<file path="src/rtl/rail_pkg.sv">
// Shared types and constants for the railway crossbar switch controller.
package rail_pkg;

  typedef enum logic [1:0] {
    IDLE   = 2'd0,
    MOVE   = 2'd1,
    LOCKED = 2'd2
  } state_t;

  localparam logic ROUTE_STRAIGHT = 1'b0;
  localparam logic ROUTE_CROSS    = 1'b1;

  // One-hot grant vector for a requester index.
  function automatic logic [1:0] onehot2(input logic idx);
    return idx ? 2'b10 : 2'b01;
  endfunction

endpackage

</file>
<file path="src/rtl/railway_switch_controller_rr_arb2.sv">
// Two-input round-robin picker: a lone requester wins, a tie goes to the port not served last.
module rr_arb2 (
  input  logic [1:0] i_req,
  input  logic       i_last,
  output logic [1:0] o_win_c
);

  always_comb begin
    o_win_c = 2'b00;
    if (i_req == 2'b11) begin
      o_win_c = i_last ? 2'b01 : 2'b10;
    end else begin
      o_win_c = i_req;
    end
  end

endmodule

</file>
<file path="src/rtl/railway_switch_controller.sv">
// Arbitrates exclusive use of the two-track crossbar, moves sel only with no grant held,
// waits out a settle time after each route change and forces release after a hold limit.
module railway_switch_controller
  import rail_pkg::*;
#(
  parameter int unsigned SETTLE   = 4,
  parameter int unsigned MAX_HOLD = 64
) (
  input  logic       clk,
  input  logic       rst,
  input  logic [1:0] req,
  input  logic [1:0] route,
  input  logic [1:0] done,
  output logic       sel,
  output logic [1:0] grant,
  output logic       busy,
  output logic       timeout_err
);

  localparam int unsigned CNT_W = $clog2(SETTLE + 1);
  localparam int unsigned HC_W  = $clog2(MAX_HOLD);

  state_t           r_state, w_state_nxt;
  logic             r_sel, w_sel_nxt;
  logic [1:0]       r_grant, w_grant_nxt;
  logic             r_busy, w_busy_nxt;
  logic             r_to, w_to_nxt;
  logic             r_last, w_last_nxt;
  logic             r_owner, w_owner_nxt;
  logic [CNT_W-1:0] r_cnt, w_cnt_nxt;
  logic [HC_W-1:0]  r_hc, w_hc_nxt;

  logic [1:0]       w_win;
  logic             w_win_idx;
  logic             w_own_req;
  logic             w_own_done;

  rr_arb2 u_arb (
    .i_req   (req),
    .i_last  (r_last),
    .o_win_c (w_win)
  );

  assign w_win_idx  = w_win[1];
  assign w_own_req  = req[r_owner];
  assign w_own_done = done[r_owner];

  // State and output registers.
  always_ff @(posedge clk or posedge rst) begin
    if (rst) begin
      r_state <= IDLE;
      r_sel   <= ROUTE_STRAIGHT;
      r_grant <= 2'b00;
      r_busy  <= 1'b0;
      r_to    <= 1'b0;
      r_last  <= 1'b1;
      r_owner <= 1'b0;
      r_cnt   <= '0;
      r_hc    <= '0;
    end else begin
      r_state <= w_state_nxt;
      r_sel   <= w_sel_nxt;
      r_grant <= w_grant_nxt;
      r_busy  <= w_busy_nxt;
      r_to    <= w_to_nxt;
      r_last  <= w_last_nxt;
      r_owner <= w_owner_nxt;
      r_cnt   <= w_cnt_nxt;
      r_hc    <= w_hc_nxt;
    end
  end

  // Next-state and next-output logic.
  always_comb begin
    w_state_nxt = r_state;
    w_sel_nxt   = r_sel;
    w_grant_nxt = r_grant;
    w_to_nxt    = 1'b0;
    w_last_nxt  = r_last;
    w_owner_nxt = r_owner;
    w_cnt_nxt   = r_cnt;
    w_hc_nxt    = r_hc;

    unique case (r_state)
      IDLE: begin
        w_grant_nxt = 2'b00;
        if (|req) begin
          w_owner_nxt = w_win_idx;
          if (route[w_win_idx] == r_sel) begin
            w_state_nxt = LOCKED;
            w_grant_nxt = onehot2(w_win_idx);
            w_hc_nxt    = '0;
          end else begin
            w_state_nxt = MOVE;
            w_sel_nxt   = route[w_win_idx];
            w_cnt_nxt   = CNT_W'(SETTLE - 1);
          end
        end
      end

      MOVE: begin
        // Owner giving up mid-settle wins over the settle expiring.
        if (!w_own_req) begin
          w_state_nxt = IDLE;
        end else if (r_cnt == '0) begin
          w_state_nxt = LOCKED;
          w_grant_nxt = onehot2(r_owner);
          w_hc_nxt    = '0;
        end else begin
          w_cnt_nxt = r_cnt - CNT_W'(1);
        end
      end

      LOCKED: begin
        if (w_own_done || !w_own_req) begin
          w_state_nxt = IDLE;
          w_grant_nxt = 2'b00;
          w_last_nxt  = r_owner;
        end else if (r_hc == HC_W'(MAX_HOLD - 1)) begin
          w_state_nxt = IDLE;
          w_grant_nxt = 2'b00;
          w_to_nxt    = 1'b1;
          w_last_nxt  = r_owner;
        end else begin
          w_hc_nxt = r_hc + HC_W'(1);
        end
      end

      default: begin
        w_state_nxt = IDLE;
        w_grant_nxt = 2'b00;
      end
    endcase

    w_busy_nxt = (w_state_nxt != IDLE);
  end

  assign sel         = r_sel;
  assign grant       = r_grant;
  assign busy        = r_busy;
  assign timeout_err = r_to;

endmodule

</file>
<file path="config.mk">
export PLATFORM = sky130hd
export DESIGN_NAME = railway_switch_controller
export DESIGN_NICKNAME = d
export VERILOG_FILES = /design/src/rtl/rail_pkg.sv /design/src/rtl/railway_switch_controller_rr_arb2.sv /design/src/rtl/railway_switch_controller.sv
export SDC_FILE = /design/constraint.sdc
export NUM_CORES = 1
export LEC_CHECK = 0
export CAP_MARGIN = 20
export CELL_PAD_IN_SITES_DETAIL_PLACEMENT = 0
export CELL_PAD_IN_SITES_GLOBAL_PLACEMENT = 2
export CORE_MARGIN = 8
export CORE_UTILIZATION = 33
export DETAILED_ROUTE_END_ITERATION = 7
export GPL_ROUTABILITY_DRIVEN = 0
export HOLD_SLACK_MARGIN = 0.12
export PLACE_DENSITY = 0.85
export SETUP_SLACK_MARGIN = 0.5
export SLEW_MARGIN = 20
export SYNTH_ARGS = -nofsm -noshare
export SYNTH_HDL_FRONTEND = slang
export SYNTH_SLANG_ARGS = --single-unit
</file>
<file path="constraint.sdc">
create_clock -name clk -period 2.2 [get_ports clk]
set_input_delay 0.44 -clock clk [delete_from_list [all_inputs] [get_ports clk]]
set_output_delay 0.44 -clock clk [all_outputs]
set_load 0.02 [all_outputs]
</file>
==> results of run 1 <==
flip-flops by register name, indices dropped and copies added, names as in the netlist:
| register | count |
|---|---|
| r_owner | 1 |
| r_state | 2 |
| r_last | 1 |
| busy | 1 |
| sel | 1 |
| timeout_err | 1 |
| r_cnt | 3 |
| grant | 2 |
| r_hc | 6 |
final timing paths:
path	from	slack, ns	end
setup reg to reg	r_owner	0.58	r_hc[0]
max in group asynchronous	rst	1.50	r_last
hold reg to reg	r_hc[4]	0.51	r_hc[4]
hold / removal	rst	0.44	r_hc[2]
setup / recovery	req[0]	0.55	busy
min in group clk	r_hc[4]	0.51	r_hc[4]
tightest hold or removal path: cells and delay by family:
kind	cells	cell delay, ns
buf+inv	3	0.69
cells by family after synthesis:
kind of cell,count (synthesis),synth area share [%]
xor gates and xnor gates,4,3.428
AOI/OAI and AO/OA,30,20.44
DFF,18,44.19
buffers and inverters,8,3.060
adders and majority gates,3,3.672
muxes,4,4.284
and+or+nand+nor,40,20.93
what timing repair did:
item | CTS | global route
hold buffers | 0 | 0
setup buffers | 0 | 4
endpoints found under the setup margin | 14 | 8
gates resized for setup | 7 | 20
endpoints found under the hold margin | 0 | 0
pin swaps | 3 | 7
gates cloned | 0 | 0
where the power goes:
group          internal (uW)  switching, uW
Combinational            384            394
Clock                    101            102
Sequential               432            114
Total                    917            610
Yosys cell counts (2+ instances only):
| master | n |
|---|---|
| sky130_fd_sc_hd__inv_1 | 7 |
| sky130_fd_sc_hd__nor2b_1 | 2 |
| sky130_fd_sc_hd__nand2_1 | 10 |
| sky130_fd_sc_hd__a21oi_1 | 4 |
| sky130_fd_sc_hd__o21ai_0 | 10 |
| sky130_fd_sc_hd__nor3_1 | 3 |
| sky130_fd_sc_hd__nor2_1 | 7 |
| sky130_fd_sc_hd__or2_2 | 3 |
| sky130_fd_sc_hd__dfrtp_1 | 17 |
| sky130_fd_sc_hd__o31ai_1 | 2 |
| sky130_fd_sc_hd__nand3_1 | 3 |
| sky130_fd_sc_hd__mux2_2 | 3 |
| sky130_fd_sc_hd__nand2b_1 | 5 |
| sky130_fd_sc_hd__nand3b_1 | 2 |
| sky130_fd_sc_hd__ha_1 | 3 |
| sky130_fd_sc_hd__xnor2_1 | 3 |
| sky130_fd_sc_hd__a31oi_1 | 4 |
| sky130_fd_sc_hd__o21ai_2 | 2 |
metal layers:
metal | up-vias | part of all wire [%]
li1 | 438 | -
met1 | 414 | 48
met2 | 17 | 46
met3 | 2 | 5.1
met4 | 0 | 0.61
met5 | - | 0
metrics by stage:
stage / cell area (sq um) / hold slack, ns / power, uW / instances / setup slack, ns
2_1_floorplan: 1022 / 0.3778 / 975.9 / 107 / 0.6397
3_3_place_gp: 1254 / 0.4712 / 1221 / 161 / 0.05736
3_5_place_dp: 1254 / 0.4843 / 1230 / 161 / 0.02639
4_1_cts: 1294 / 0.4453 / 1433 / 165 / 0.5022
5_1_grt: 1385 / 0.4711 / 1646 / 169 / 0.4769
6_report: 1385 / 0.4437 / 1527 / 169 / 0.5465
area by class of cell:
type | count | area (sq um)
clock buffers | 4 | 36.28
fillers | 300 | 1618
inverters | 7 | 26.28
multi-input cells | 81 | 596.8
flip-flops and latches | 18 | 452.9
well taps | 33 | 41.29
repair buffers | 26 | 231.5
==> results summary, run 1 <==
The wire length of the first global-routing pass came out at 4022 um. Synthesis handed over a netlist of 107 instances. The total stage count of the critical path is 7. The die area is 0.005134 sq mm. The count of max-cap constraint violations is 0.

The via count of the first global-routing pass is 906. The data arrival time of the critical path came out at 1.84 ns. Global routing used under 10% of the available tracks across all layers.

The critical path is of the input port to flip-flop type. The critical path capture point type is a flip-flop. The most common cell after layout, fill and taps aside is sky130_fd_sc_hd__dfrtp_1. The total number of yosys warnings is 0. The async set or reset register ratio after synthesis came out at 100.0%.

The cell area after synthesis is 0.001022 sq mm. The family with the most delay on the worst path is buffers and inverters. The worst setup path is launched from an input port.

The maximum clock skew at final layout came out at 0.009726 ns. The insertion delay to the later sink of the worst-skew pair came out at 0.30 ns. Counting both buffers and inverters, the worst setup path holds a total of 2.

Measured against its own limit, the worst slew margin works out to 80.96%. The area growth from synthesis to layout is 35.50%. Of all nets on the critical path, the largest fanout is 5. The biggest area contributor in the post-synthesis netlist is sky130_fd_sc_hd__dfrtp_1. The number of distinct library cells after synthesis is 35. The data required time at the worst endpoint is between 2 and 2.5 ns. The clock transition time at the flip-flop clock pins of the worst setup and hold paths is 0.11 ns.

The largest net degree at the start of global routing is 19. The met2 capacity usage during global routing is 15.49%. The met1 track demand over resource in global routing is between 10% and 20%.

The total of buffers placed on input and output ports came out at 12. After detailed routing, the average wire length per cell comes to 13.49 um. The number of DRC markers in iteration 0 is 49. The final cycle utilization of the critical path came out at approximately 75%. The final critical-path required period came out at roughly 1.7 ns. The number of antenna violations at the first check in global routing is 0.

Once the floorplan was initialized, standard cells occupied 34.04% of the core. In this run the biggest area consumer among cell types represents 41.62% of the synthesized area. In this design, the stage delay of the slowest critical-path cell is ~0.26 ns. The number of remaining DRC errors came out at 0.

The leakage power total came out at 0.0006743 uW. The number of flops mapped to enable cells by yosys came out at 0. The per-instance average area after synthesis came out at around 9.6 sq um. In the final design database the tool counted 148 nets. For this run, the leading register cell type out of synthesis is sky130_fd_sc_hd__dfrtp_1.

In this run the worst hold path is classified as input port to asynchronous set/reset pin. The maximum buffer depth of the clock tree came out at 2. The sum of negative setup slack is 0 ns. Counting every net in the synthesized netlist gives 118.

The met3 track demand over resource in global routing is between 4 and 5%. The floorplan step set the die height to approximately 72 um. The hold violation count in the final report was 0. The detail route stage leaves a number of antenna-violating nets equal to 0.

For the pin with the worst max-slew slack, the measured transition is 0.2856 ns. Yosys attributes the largest share of cell area to sky130_fd_sc_hd__dfrtp_1 42%, sky130_fd_sc_hd__o21ai_0 4.9%, sky130_fd_sc_hd__ha_1 3.7%. Sequential cells were found to cover 44.19% of the synthesized design area.

Based on the critical path, the design can be clocked at up to 0.6048 GHz. Traced cell by cell, the critical path runs through dlygate4sd2_1, buf_4, a21boi_4, mux2i_1, xor2_1, o21ai_2, or2_1. The setup-violating endpoint count in the final report is 0.

The run finished with clean final reports. The share of the core filled with cells in the final layout came out at approximately 46%. The aggregate global routing overflow came out at 0. The number of levels the H-tree was split into came out at 1.

The first-pass detailed-route iteration total came out at 4. The via count is around 870. Setup repair after global routing could not meet its margin everywhere.

The top-level I/O count came out at 13. On the critical path, the stage with the largest delay is an instance of sky130_fd_sc_hd__mux2i_1. The maximum ir drop on the vdd rail came out at 0.0005614 V.

TritonCTS created 3 clock buffers. The HPWL after detailed placement came out at 1703 um. The initialized floorplan defines 20 standard-cell rows.

The number of pins exceeding their max-slew limit in the final report came to 0. After detailed routing, the number of vias per cell comes to 5.154. The number of antenna cells inserted is 0. The count of cells along the worst register-to-register path is 6. CTS saw 18 sinks.

In this run, synthesis produced a sequential element count of 18. In the final layout, the share of cells above drive strength 1 is a little under a third. The placeable core area came out at 0.003003 sq mm. The clock root buffer master is sky130_fd_sc_hd__clkbuf_4. The total power divided by cell area came out at 1102 mW/mm^2. The layer with the highest usage after global routing is met2. The width of the die came out at 71.66 um.

The top cell types in the final layout, fill and taps aside, are 16 x sky130_fd_sc_hd__dfrtp_1, 14 x sky130_fd_sc_hd__buf_4, 9 x sky130_fd_sc_hd__nand2_1, 7 x sky130_fd_sc_hd__inv_1. TritonCTS built the clock tree. The aggregate routed wire length came out at 2280 um.
No activity file was read; power rests on OpenSTA's default activity.
==> run 2, diff against run 1 <==
--- a/config.mk
+++ b/config.mk
@@ -9,11 +9,11 @@
 export CELL_PAD_IN_SITES_DETAIL_PLACEMENT = 0
 export CELL_PAD_IN_SITES_GLOBAL_PLACEMENT = 2
 export CORE_MARGIN = 8
-export CORE_UTILIZATION = 33
+export CORE_UTILIZATION = 30
 export DETAILED_ROUTE_END_ITERATION = 7
 export GPL_ROUTABILITY_DRIVEN = 0
 export HOLD_SLACK_MARGIN = 0.12
-export PLACE_DENSITY = 0.85
+export PLACE_DENSITY = 0.82
 export SETUP_SLACK_MARGIN = 0.5
 export SLEW_MARGIN = 20
 export SYNTH_ARGS = -nofsm -noshare
==> constraint.sdc (replaced) <==
create_clock -name clk -period 1.47 [get_ports clk]
set_input_delay 0.294 -clock clk [delete_from_list [all_inputs] [get_ports clk]]
set_output_delay 0.294 -clock clk [all_outputs]
set_load 0.02 [all_outputs]
==> run 2 against run 1 <==
  * The run now ends with setup timing left
  * Worst setup slack lost 0.68 ns
  * Final cell count increased by 20%
  * Sequential share of layout area shrank 4.7 points
  * Non-clock buffer count rose by 20
  * Clock power grew 39%
  * Total power is 82% higher
  * Worst hold slack worse by 0.16 ns
  * Flip-flop and latch count stayed put
  * Count of clock-buffer cells in the layout unchanged
  * First-iteration DRC count decreased by 2.0%
  * Global-route usage up 1.8 points
  * Utilization is 2.9 points higher
  * Highest routed layer unchanged
==> results summary, run 2 (synthesis results as in run 1) <==
The run finished, with violations left. The final reports fail on setup timing. The layout overhead on the synthesized area is 58.87%. The effective utilization at floorplan is 30.88% (-3.2 points). The via count of the first global-routing pass was 1012 (+12%).

The placeable core area came out at 0.003311 sq mm (+10%). The number of pins exceeding their max-slew limit in the final report came out at 0 (unchanged). The number of buffers and inverters on the critical path came to 0 (-2). The number of antenna cells inserted is 0 (unchanged). The measured slew at the worst slew-check pin is 0.2482 ns (-0.03741 ns). The share of the core filled with cells in the final layout came to 49.06% (+2.9 points). The HPWL after detailed placement came to 1913 um (+12%). The die area is 0.005532 sq mm (+7.7%). The biggest fanout along the worst timing path is 4 (-1). The total power divided by cell area is 1710 mW/mm^2 (+55%).

Based on the critical path, the design can be clocked at up to 0.6250 GHz. The register with the most flip-flops in the final layout is r_hc. After layout, the minimum clock period comes to roughly 1.6 ns. The number of clock buffers inserted by TritonCTS came out at 3 (unchanged). The sink count of the clock tree was 18 (unchanged). The maximum clock skew at final layout came to 0.006733 ns (-0.002994 ns). Leaving out fill and tap cells, the most frequent cells in the layout are 28 x sky130_fd_sc_hd__buf_4, 15 x sky130_fd_sc_hd__dfrtp_1, 11 x sky130_fd_sc_hd__buf_6, 9 x sky130_fd_sc_hd__nand2_1, 7 x sky130_fd_sc_hd__o21ai_0.

The worst hold-check slack is 0.2809 ns (-0.1628 ns). The aggregate global routing overflow came to 0 (unchanged). The leakage power total was 0.0007397 uW (+9.7%). The net count of the finished layout was 168 (+14%).

The count of max-cap constraint violations came to 0 (unchanged). Setup repair after global routing could not meet its margin everywhere. The clock transition time at the flip-flop clock pins of the worst setup and hold paths is 0.11 ns (about the same). The via count is 946 (+8.6%).

The data arrival time of the critical path is 1.81 ns (-0.03 ns). The classification of the worst-slack hold path is input port to asynchronous set/reset pin. The flip-flop count of the largest register after layout came to 6 (unchanged). The total of buffers placed on input and output ports came out at 12 (unchanged). The maximum buffer depth of the clock tree came out at 2 (unchanged). The most common cell after layout, fill and taps aside is sky130_fd_sc_hd__buf_4. The share of layout cells above drive strength 1 is 47.44% (+17 points). The slack of the critical path came out at -0.1300 ns (-0.6766 ns). The largest net degree at the start of global routing came to 19 (unchanged). The remaining antenna violation count after routing was 0 (unchanged).

The hold violation count in the final report is 0 (unchanged). The count of cells along the worst register-to-register path is 5 (-1). The cell count after placement is 192 (+19%).

The wire length of the first global-routing pass was 4774 um (+19%). The number of levels the H-tree was split into is 1 (unchanged). The average vias per placed instance was 4.683 (-9.1%). The overall die height came out at 74.38 um (+3.8%). The quantity of hold-fixing buffers added after cts is 0 (unchanged). The non-filler instance count after layout came out at 202 (+20%). The worst max-slew margin expressed relative to the limit came out at 83.38% (+2.4 points). The maximum ir drop on the vdd rail came out at 0.0007508 V (+34%). The site row count came out at 21 (+5.0%). The number of antenna violations at the first check in global routing came out at 0 (unchanged). The critical path is of the flip-flop to flip-flop type. The data required time at the worst endpoint was 1.68 ns (-0.70 ns).

The insertion delay to the later sink of the worst-skew pair is 0.31 ns (about the same). The family with the most delay on the worst path is flip-flops. The largest registers in the layout are r_hc: 6 flops, r_cnt: 3 flops. The total chip power is 2778 uW (+82%). The overall global routing resource usage came out at 11.38% (+1.8 points). Clock tree synthesis selected as its root buffer the cell sky130_fd_sc_hd__clkbuf_4.

The worst-case setup slack after placement came to -0.5830 ns (-0.6094 ns). The CTS tree is done. The critical path goes through a21boi_4, mux2i_2, xor2_1, o21ai_2, o22a_1.

The top-level I/O count came out at 13 (unchanged). The first-pass detailed-route iteration total is 4 (unchanged). The setup-violating endpoint count in the final report came out at 11 (+11). The critical path capture point type is a flip-flop. The slowest stage of the critical path belongs to the cell sky130_fd_sc_hd__dfstp_2. The number of DRC markers in iteration 0 came out at 48 (-2.0%). The aggregate routed wire length is 2664 um (+17%). The post-detailed-route wirelength per cell came out at 13.19 um (-2.2%).

STA classifies the critical path startpoint as a flip-flop. The number of remaining DRC errors is 0 (unchanged). The width of the die is 74.38 um (+3.8%). The final cycle utilization of the critical path came out at 108.8%.

The total stage count of the critical path came out at 5 (-2). The largest stage delay on the critical path came out at 0.60 ns (+0.34 ns).
-- run 2: per-stage QoR --
step / cell area (sq um) / TNS [ns]
floorplan: 1060 / -0.02285
global placement: 1436 / -6.570
detailed placement: 1436 / -7.091
CTS: 1608 / -0.6646
global route: 1624 / -1.758
finish: 1624 / -0.6715
-- run 2: worst paths after layout --
kind                       startpoint        to  slack [ns]
max                            r_last  r_cnt[0]       -0.13
min                               rst   r_hc[4]        0.28
max reg2reg                    r_last  r_cnt[0]       -0.13
min reg2reg                   r_hc[4]   r_hc[4]        0.51
max in group asynchronous         rst    r_last        0.93
min in group clk               req[0]   r_owner        0.43
-- run 2: layout make-up --
class	count	area, sq um
Tap cell	46	57.56
Multi-Input combinational cell	81	658.1
Clock buffer	4	26.28
Fill cell	326	1687
Timing Repair Buffer	46	401.6
Inverter	7	26.28
Sequential cell	18	454.2
-- run 2: routing by layer --
layer	wire length, um	vias to the layer above	GRT usage, %
li1	-	488	-
met1	1167	434	13.08
met2	1358	20	19.26
met3	118	4	3.774
met4	20	0	3.696
met5	0	-	0
-- run 2: worst register-to-register path: stages (launching register included) --
cell	delay (ns)
sky130_fd_sc_hd__dfstp_2	0.60
sky130_fd_sc_hd__a21boi_4	0.08
sky130_fd_sc_hd__mux2i_2	0.23
sky130_fd_sc_hd__xor2_1	0.26
sky130_fd_sc_hd__o21ai_2	0.12
sky130_fd_sc_hd__o22a_1	0.21
-- run 2: report_power, final --
part / internal, uW / switching (uW) / leakage, uW / total, uW
registers: 658 / 161 / 0.000225 / 819
clock network: 106 / 175 / 0.0000150 / 282
logic: 934 / 743 / 0.000500 / 1680
total: 1700 / 1080 / 0.000740 / 2780
-- run 2: timing repair --
action,in CTS,in global routing
gates cloned,0,0
pin swaps,9,4
setup endpoints to repair,23,23
buffers inserted,6,0
resized for setup,54,4
endpoints found under the hold margin,0,0
==> run 3, diff against run 2 <==
--- a/config.mk
+++ b/config.mk
@@ -12,7 +12,6 @@
 export CORE_UTILIZATION = 30
 export DETAILED_ROUTE_END_ITERATION = 7
 export GPL_ROUTABILITY_DRIVEN = 0
-export HOLD_SLACK_MARGIN = 0.12
 export PLACE_DENSITY = 0.82
 export SETUP_SLACK_MARGIN = 0.5
 export SLEW_MARGIN = 20
==> results of run 3 <==
The final DEF is identical to that of run 2; final timing and power are the same.
